File: src/rtl/mem_pkg.sv
// Shared types and helpers for the 16x2 memory arbiter.
package mem_pkg;

    localparam int AW_DEF   = 4;
    localparam int DW_DEF   = 2;
    // The round-robin search works on a fixed 8-wide vector; callers zero-pad.
    localparam int RR_MAX   = 8;
    localparam int RR_IDX_W = 3;

    typedef enum logic [1:0] {
        IDLE   = 2'd0,
        ACCESS = 2'd1,
        ACK    = 2'd2
    } state_t;

    // One-hot pick of the first set bit of req[0..n-1], starting at last+1 and wrapping.
    function automatic logic [RR_MAX-1:0] rr_pick(
        input logic [RR_MAX-1:0]   req,
        input logic [RR_IDX_W-1:0] last,
        input int                  n
    );
        logic [RR_MAX-1:0]   pick;
        logic                found;
        int                  idx;
        logic [RR_IDX_W-1:0] bidx;
        pick  = '0;
        found = 1'b0;
        for (int k = 1; k <= RR_MAX; k++) begin
            idx  = (int'(last) + k) % n;
            bidx = idx[RR_IDX_W-1:0];
            if ((k <= n) && !found && req[bidx]) begin
                found      = 1'b1;
                pick[bidx] = 1'b1;
            end
        end
        return pick;
    endfunction

endpackage

File: src/rtl/rr_arbiter.sv
// Combinational round-robin arbiter: request vector plus last winner -> one-hot winner.
module rr_arbiter
    import mem_pkg::*;
#(
    parameter int NREQ = 2,
    parameter int LW   = (NREQ > 1) ? $clog2(NREQ) : 1
) (
    input  logic [NREQ-1:0] req,
    input  logic [LW-1:0]   last,
    output logic [NREQ-1:0] winner
);

    logic [RR_MAX-1:0]   w_req_pad;
    logic [RR_IDX_W-1:0] w_last_pad;
    logic [RR_MAX-1:0]   w_pick;

    assign w_req_pad  = RR_MAX'(req);
    assign w_last_pad = RR_IDX_W'(last);
    assign w_pick     = rr_pick(w_req_pad, w_last_pad, NREQ);
    assign winner     = w_pick[NREQ-1:0];

    // Upper pick bits are always zero because the padded requests are zero.
    generate
        if (NREQ < RR_MAX) begin : g_pad
            logic w_unused_hi;
            assign w_unused_hi = |w_pick[RR_MAX-1:NREQ];
        end
    endgenerate

endmodule

File: src/rtl/mem_arbiter.sv
// Round-robin arbiter and single-access sequencer sharing one memory port among NREQ requesters.
module mem_arbiter
    import mem_pkg::*;
#(
    parameter int NREQ = 2,
    parameter int AW   = AW_DEF,
    parameter int DW   = DW_DEF
) (
    input  logic               clk,
    input  logic               rst,
    input  logic [NREQ-1:0]    req,
    input  logic [NREQ-1:0]    req_we,
    input  logic [NREQ*AW-1:0] req_addr,
    input  logic [NREQ*DW-1:0] req_wdata,
    output logic [NREQ-1:0]    gnt,
    output logic [NREQ-1:0]    ack,
    output logic [DW-1:0]      rdata,
    output logic [AW-1:0]      mem_addr,
    output logic [DW-1:0]      mem_wdata,
    output logic               mem_wr_en,
    input  logic [DW-1:0]      mem_rdata
);

    localparam int LW = (NREQ > 1) ? $clog2(NREQ) : 1;

    state_t            r_state;
    logic [NREQ-1:0]   r_gnt;
    logic [NREQ-1:0]   r_ack;
    logic [DW-1:0]     r_rdata;
    logic [LW-1:0]     r_last;
    // The memory-facing registers double as the latched request: they are
    // loaded on the grant edge and hold through the single ACCESS cycle.
    logic [AW-1:0]     r_mem_addr;
    logic [DW-1:0]     r_mem_wdata;
    logic              r_mem_wr_en;

    logic [NREQ-1:0]   w_winner;
    logic [LW-1:0]     w_idx;
    logic [AW-1:0]     w_sel_addr;
    logic [DW-1:0]     w_sel_wdata;
    logic              w_sel_we;

    rr_arbiter #(
        .NREQ (NREQ),
        .LW   (LW)
    ) u_rr (
        .req    (req),
        .last   (r_last),
        .winner (w_winner)
    );

    // Decode the one-hot winner into an index and mux out its request fields.
    always_comb begin
        w_idx       = '0;
        w_sel_addr  = '0;
        w_sel_wdata = '0;
        w_sel_we    = 1'b0;
        for (int i = 0; i < NREQ; i++) begin
            if (w_winner[i]) begin
                w_idx       = LW'(i);
                w_sel_addr  = req_addr[i*AW +: AW];
                w_sel_wdata = req_wdata[i*DW +: DW];
                w_sel_we    = req_we[i];
            end
        end
    end

    // Access sequencer: IDLE grants and latches, ACCESS drives the memory, ACK pulses completion.
    always_ff @(posedge clk) begin
        if (rst) begin
            r_state     <= IDLE;
            r_gnt       <= '0;
            r_ack       <= '0;
            r_rdata     <= '0;
            r_mem_addr  <= '0;
            r_mem_wdata <= '0;
            r_mem_wr_en <= 1'b0;
            r_last      <= LW'(NREQ - 1);
        end else begin
            case (r_state)
                IDLE: begin
                    r_ack <= '0;
                    if (|req) begin
                        r_gnt       <= w_winner;
                        r_last      <= w_idx;
                        r_mem_addr  <= w_sel_addr;
                        r_mem_wdata <= w_sel_wdata;
                        r_mem_wr_en <= w_sel_we;
                        r_state     <= ACCESS;
                    end else begin
                        r_gnt       <= '0;
                        r_mem_addr  <= '0;
                        r_mem_wdata <= '0;
                        r_mem_wr_en <= 1'b0;
                    end
                end
                ACCESS: begin
                    // Reads capture the combinational memory output; writes leave rdata alone.
                    if (!r_mem_wr_en) begin
                        r_rdata <= mem_rdata;
                    end
                    r_ack       <= r_gnt;
                    r_mem_addr  <= '0;
                    r_mem_wdata <= '0;
                    r_mem_wr_en <= 1'b0;
                    r_state     <= ACK;
                end
                ACK: begin
                    r_ack   <= '0;
                    r_gnt   <= '0;
                    r_state <= IDLE;
                end
                default: begin
                    r_state <= IDLE;
                end
            endcase
        end
    end

    assign gnt       = r_gnt;
    assign ack       = r_ack;
    assign rdata     = r_rdata;
    assign mem_addr  = r_mem_addr;
    assign mem_wdata = r_mem_wdata;
    assign mem_wr_en = r_mem_wr_en;

endmodule

File: config.mk
export PLATFORM = sky130hd
export DESIGN_NAME = mem_arbiter
export DESIGN_NICKNAME = d
export VERILOG_FILES = /design/src/rtl/mem_pkg.sv /design/src/rtl/rr_arbiter.sv /design/src/rtl/mem_arbiter.sv
export SDC_FILE = /design/constraint.sdc
export NUM_CORES = 1
export LEC_CHECK = 0
export CAP_MARGIN = 10
export CORE_MARGIN = 4
export CORE_UTILIZATION = 35
export DETAILED_ROUTE_END_ITERATION = 10
export PLACE_DENSITY = 0.83
export SKIP_CTS_REPAIR_TIMING = 1
export SLEW_MARGIN = 15
export SYNTH_ARGS = -nofsm -noshare
export SYNTH_HDL_FRONTEND = slang
export SYNTH_HIERARCHICAL = 1
export SYNTH_SLANG_ARGS = --single-unit
File: constraint.sdc
create_clock -name clk -period 1.3 [get_ports clk]
set_input_delay 0.26 -clock clk [delete_from_list [all_inputs] [get_ports clk]]
set_output_delay 0.26 -clock clk [all_outputs]
set_load 0.03 [all_outputs]
==> results.md, run 1 <==
* PnR Total Power at 1.13 mW
* Chip height at 50.8 um
* Initial antenna violation count at 0
* DPL Wire Length at 1400 um
* Hold Vio Cnt, Final at 0
* Clock Latency Late Sink at 0.29 ns
* CTS tree: built
* Post-layout min period at 1.26 ns
* Net Sw Frac at 0.264
* Initial drt markers at 12
* # fillers at 165
* Fin Hold WS at 0.445 ns
* Gp weighted congestion at 0.766
* FP Rows at 15
* Final setup violation count at 0
* Total CTS buffers at 3
* Rel. slew slack at 0.779
* Crit-path slowest cell: clkdlybuf4s50_1
* EDFF count, synth at 0
* Final non-filler cell total at 135
* Hold Path Class: reg -> reg
* Share of the yosys chip area belonging to registers at 0.500
* Post-Route Setup TNS at 0 ns
* Wire length per cell at 13.1 um
* Most frequent cell after synthesis: dfxtp_1
* Drt first pass iters at 4
* Post-synth top area share at 0.500
* Comb pwr share at 0.237
* Cells after DPL at 131
* Mapped Area at 641 um^2
* Worst reg-to-reg setup slack at 0.12 ns
* Leakage at 0.605 nW
* Die area at 2580 um^2
* Average cell area after synthesis at 9.28 um^2
* Final wirelength at 1770 um
* Crit-path cells: clkdlybuf4s50_1, nor2_1, or4_4, o21ai_1
* RSZ-0062 raised after global routing: no
* Crit-path max FO at 8
* WP data arrival at 1.48 ns
* Initial core utilization at 0.371
* I/O pin count at 33
* Largest net degree at the start of global routing at 10
* Distinct cells, synth at 19
* ANT nets after route at 0
* Delay-heaviest family, CP: simple AND/OR/NAND/NOR gates
* Worst-path clk slew at 0.09 ns
* Vias/cell at 4.78
* Share of cells above drive strength 1 at 0.182
* Post-Syn Nets at 89
* CP startpoint kind: input pin
* Primary FF master, synth: dfxtp_1
* Clock root cell: clkbuf_4
* WS Path Type: in -> reg
* CTS H-Tree Depth at 1
* Core area at 1730 um^2
* Most instantiated cells after synthesis: 16 x dfxtp_1, 9 x nand2_1, 7 x nor2_1, 7 x o21ai_1, 6 x a22oi_1
* GRT Total Usage at 0.144
* CP bufs+invs at 1
* Max Clk Rate at 0.795 GHz
* First-pass GRT wire length at 2750 um
* Psw at 299 uW
* Vias in the first global route at 618
* Share of power burned in registers at 0.477
* N_diodes at 0
* Grt total ovfl at 0
* Final nets at 131
* Power density cells at 1030 nW/um^2
* YS warnings at 6
* Post-synth top area cell: dfxtp_1
* Worst slew pin tran at 0.331 ns
* Area contributors post-synth: dfxtp_1 50%, a22oi_1 7.0%, mux2i_1 6.3%, o21ai_1 5.5%, nand2_1 5.3%
* Largest stage delay, worst path at 0.50 ns
* Vias at 645
* Fin crit share at 0.968
* Critical path capture point type: flop
* Seq cells post-synth at 16
* CTS Buffer Depth at 2
* VDD IR max at 0.000686 V
* Pint at 834 uW
* # DRC at 0
* Critical path data required time at 1.52 ns
* Clk sinks at 16
* Final Skew at 0.00481 ns
* Outcome: finished clean
* FFs w/ async S/R, synth at 0
* P&R area growth vs syn at 71.5%
* Clock power frac at 0.286
* Port Buffers at 32
* Width of the die at 50.8 um
* Max cap viols at 0
* Final Max Tran Viols at 0
* Syn Inst Count at 69
-- stage by stage --
stage	area [um^2]	utilization	worst slack (ns)
6_report	1100	0.636	0.0420
3_3_place_gp	1020	0.590	-0.313
4_1_cts	1050	0.611	-0.284
2_1_floorplan	641	-	0.0600
3_5_place_dp	1020	0.590	-0.359
5_1_grt	1100	0.636	0.00777
-- final timing paths --
kind                     from           to  cells past startpoint
setup / recovery       req[0]    mem_wr_en                      4
hold / removal    mem_addr[2]  mem_addr[2]                      2
setup reg to reg   r_state[0]    mem_wr_en                      2
hold reg to reg   mem_addr[2]  mem_addr[2]                      2
-- area by class of cell --
cell class | count | area (um^2) | area share
clock buffer | 4 | 36.3 | 0.0330
inverter | 2 | 7.51 | 0.00683
timing repair buffer | 40 | 400 | 0.364
sequential | 16 | 320 | 0.292
multi-input combinational | 48 | 303 | 0.276
tap | 25 | 31.3 | 0.0285
-- worst register-to-register path, stage by stage (launching register included) --
cell and delay (ns):
dfxtp_1 0.37, or4_4 0.60, o21ai_1 0.15
-- layer usage --
| metal | up-vias | part of all wire | global-route usage |
|---|---|---|---|
| met5 | - | 0 | 0 |
| met4 | 0 | 0.034 | 0.0897 |
| met3 | 6 | 0.055 | 0.0475 |
| met2 | 19 | 0.54 | 0.235 |
| met1 | 298 | 0.37 | 0.159 |
| li1 | 322 | - | - |
-- kinds of logic (layout without fill, tap and decap cells) --
family          count (synthesis)  count (layout)  share of synthesized area
simple gates                   25              25                      0.201
buf+inv                         5              46                     0.0527
mux                             4               4                     0.0625
compound gates                 19              19                      0.184
flops                          16              16                      0.500
-- state kept, by name (all words and copies together) (netlist names) --
signal	count
mem_addr	4
r_last	1
mem_wdata	2
r_state	2
rdata	2
gnt	2
mem_wr_en	1
ack	2
-- power by group through the flow --
stage	clock network, mW	registers (mW)	logic [mW]
2_1_floorplan	0	0.589	0.0893
3_3_place_gp	0	0.550	0.256
3_5_place_dp	0	0.551	0.265
4_1_cts	0.334	0.540	0.266
5_1_grt	0.366	0.545	0.287
6_report	0.324	0.540	0.269
-- placed cells by master (no fill, tap or decap), types with 2 or more instances in the layout --
| master | n |
|---|---|
| o21ai_1 | 7 |
| inv_1 | 2 |
| buf_4 | 11 |
| nand2_1 | 9 |
| dlymetal6s2s_1 | 11 |
| clkdlybuf4s50_1 | 18 |
| nand3b_1 | 3 |
| nor2_1 | 7 |
| dfxtp_1 | 16 |
| a22oi_1 | 5 |
| mux2i_1 | 4 |
| clkbuf_4 | 3 |
| a21oi_1 | 3 |
No activity file was read; power rests on OpenSTA's default activity.
==> inputs of run 2 (changes only) <==
CELL_PAD_IN_SITES_DETAIL_PLACEMENT = 0   (was not set)
CELL_PAD_IN_SITES_GLOBAL_PLACEMENT = 1   (was not set)
CORE_UTILIZATION = 28   (was 35)
CTS_BUF_LIST = sky130_fd_sc_hd__clkbuf_8   (was not set)
PLACE_DENSITY = 0.9   (was 0.83)
==> results.md, run 2 (same netlist as run 1, synthesis figures left out) <==
* CTS Buffer Depth at 2
* CP startpoint kind: input pin
* WS Path Type: in -> reg
* Initial drt markers at 18
* WP data arrival at 1.40 ns
* Rel. slew slack at 0.747
* VDD IR max at 0.000534 V
* Clock root cell: clkbuf_8
* Initial antenna violation count at 0
* Die area at 3120 um^2
* PnR Total Power at 1.24 mW
* Final non-filler cell total at 137
* ANT nets after route at 0
* I/O pin count at 33
* CTS H-Tree Depth at 1
* Total CTS buffers at 3
* Core area at 2190 um^2
* DP Area at 1010 um^2
* Finished Cell Area at 1110 um^2
* Wire length per cell at 12.1 um
* Final nets at 130
* Power density cells at 1110 nW/um^2
* CTS tree: built
* Cells after DPL at 133
* # fillers at 201
* Worst reg-to-reg setup slack at 0.16 ns
* Critical path data required time at 1.49 ns
* Clk sinks at 16
* Chip height at 55.8 um
* N_diodes at 0
* Max Clk Rate at 0.826 GHz
* Core Util, Final at 0.508
* Commonest non-fill, non-tap cell in the layout: clkdlybuf4s50_1
* Highest-count cells in the layout ignoring fill and taps: 17 x clkdlybuf4s50_1, 16 x dfxtp_1, 12 x dlymetal6s2s_1, 10 x buf_4, 9 x nand2_1
* Final Skew at 0.00633 ns
* Vias at 640
* Critical path capture point type: flop
* Port Buffers at 32
* Outcome: finished clean
* Grt total ovfl at 0
* RSZ-0062 raised after global routing: no
* Gp weighted congestion at 0.717
* Final setup violation count at 0
* Vias in the first global route at 651
* Worst slew pin tran at 0.379 ns
* Vias/cell at 4.67
* Share of cells above drive strength 1 at 0.165
* FP Rows at 17
* Max cap viols at 0
* Clock Latency Late Sink at 0.25 ns
* Fin crit share at 0.932
* Largest net degree at the start of global routing at 10
* Final Max Tran Viols at 0
* Worst-path clk slew at 0.07 ns
* Final worst slack at 0.0887 ns
* Post-layout min period at 1.21 ns
* First-pass GRT wire length at 2850 um
* Hold Vio Cnt, Final at 0
* Leakage at 0.619 nW
* Place WS at -0.399 ns
* Post-Route Setup TNS at 0 ns
* Crit-path max FO at 8
* Width of the die at 55.8 um
* Largest register FFs at 4
* # DRC at 0
* Final wirelength at 1650 um
* DPL Wire Length at 1250 um
* Fin Hold WS at 0.447 ns
* Initial core utilization at 0.292
* P&R area growth vs syn at 73.8%
* Hold Path Class: reg -> reg
* Drt first pass iters at 4
* GRT Total Usage at 0.116
[run 2: final timing paths]
| check | end | startpoint | cells past startpoint |
|---|---|---|---|
| setup reg to reg | mem_wr_en | r_state[1] | 2 |
| hold / removal | mem_addr[1] | mem_addr[1] | 2 |
| setup / recovery | mem_wr_en | rst | 3 |
| hold reg to reg | mem_addr[1] | mem_addr[1] | 2 |
[run 2: power breakdown]
group / leakage (nW) / internal [mW] / switching, mW
logic: 0.459 / 0.141 / 0.121
registers: 0.131 / 0.520 / 0.0178
clock network: 0.0288 / 0.269 / 0.168
[run 2: layout make-up]
class / instances / area, um^2 / share of cell area
Clock buffer: 4 / 55.1 / 0.0494
Timing Repair Buffer: 39 / 395 / 0.355
Inverter: 2 / 7.51 / 0.00674
Multi-Input combinational cell: 48 / 300 / 0.270
Sequential cell: 16 / 320 / 0.288
Tap cell: 28 / 35.0 / 0.0315
[run 2: metal layers]
metal	GRT usage	vias up	wire (um)	share of wire
li1	-	321	-	-
met1	0.142	291	732	0.44
met2	0.174	24	786	0.48
met3	0.0325	4	88	0.053
met4	0.0814	0	45	0.027
met5	0	-	0	0
[run 2: critical path, cell delays in order]
cell and delay, ns:
clkdlybuf4s50_1 0.43, or4_4 0.55, o21ai_1 0.15
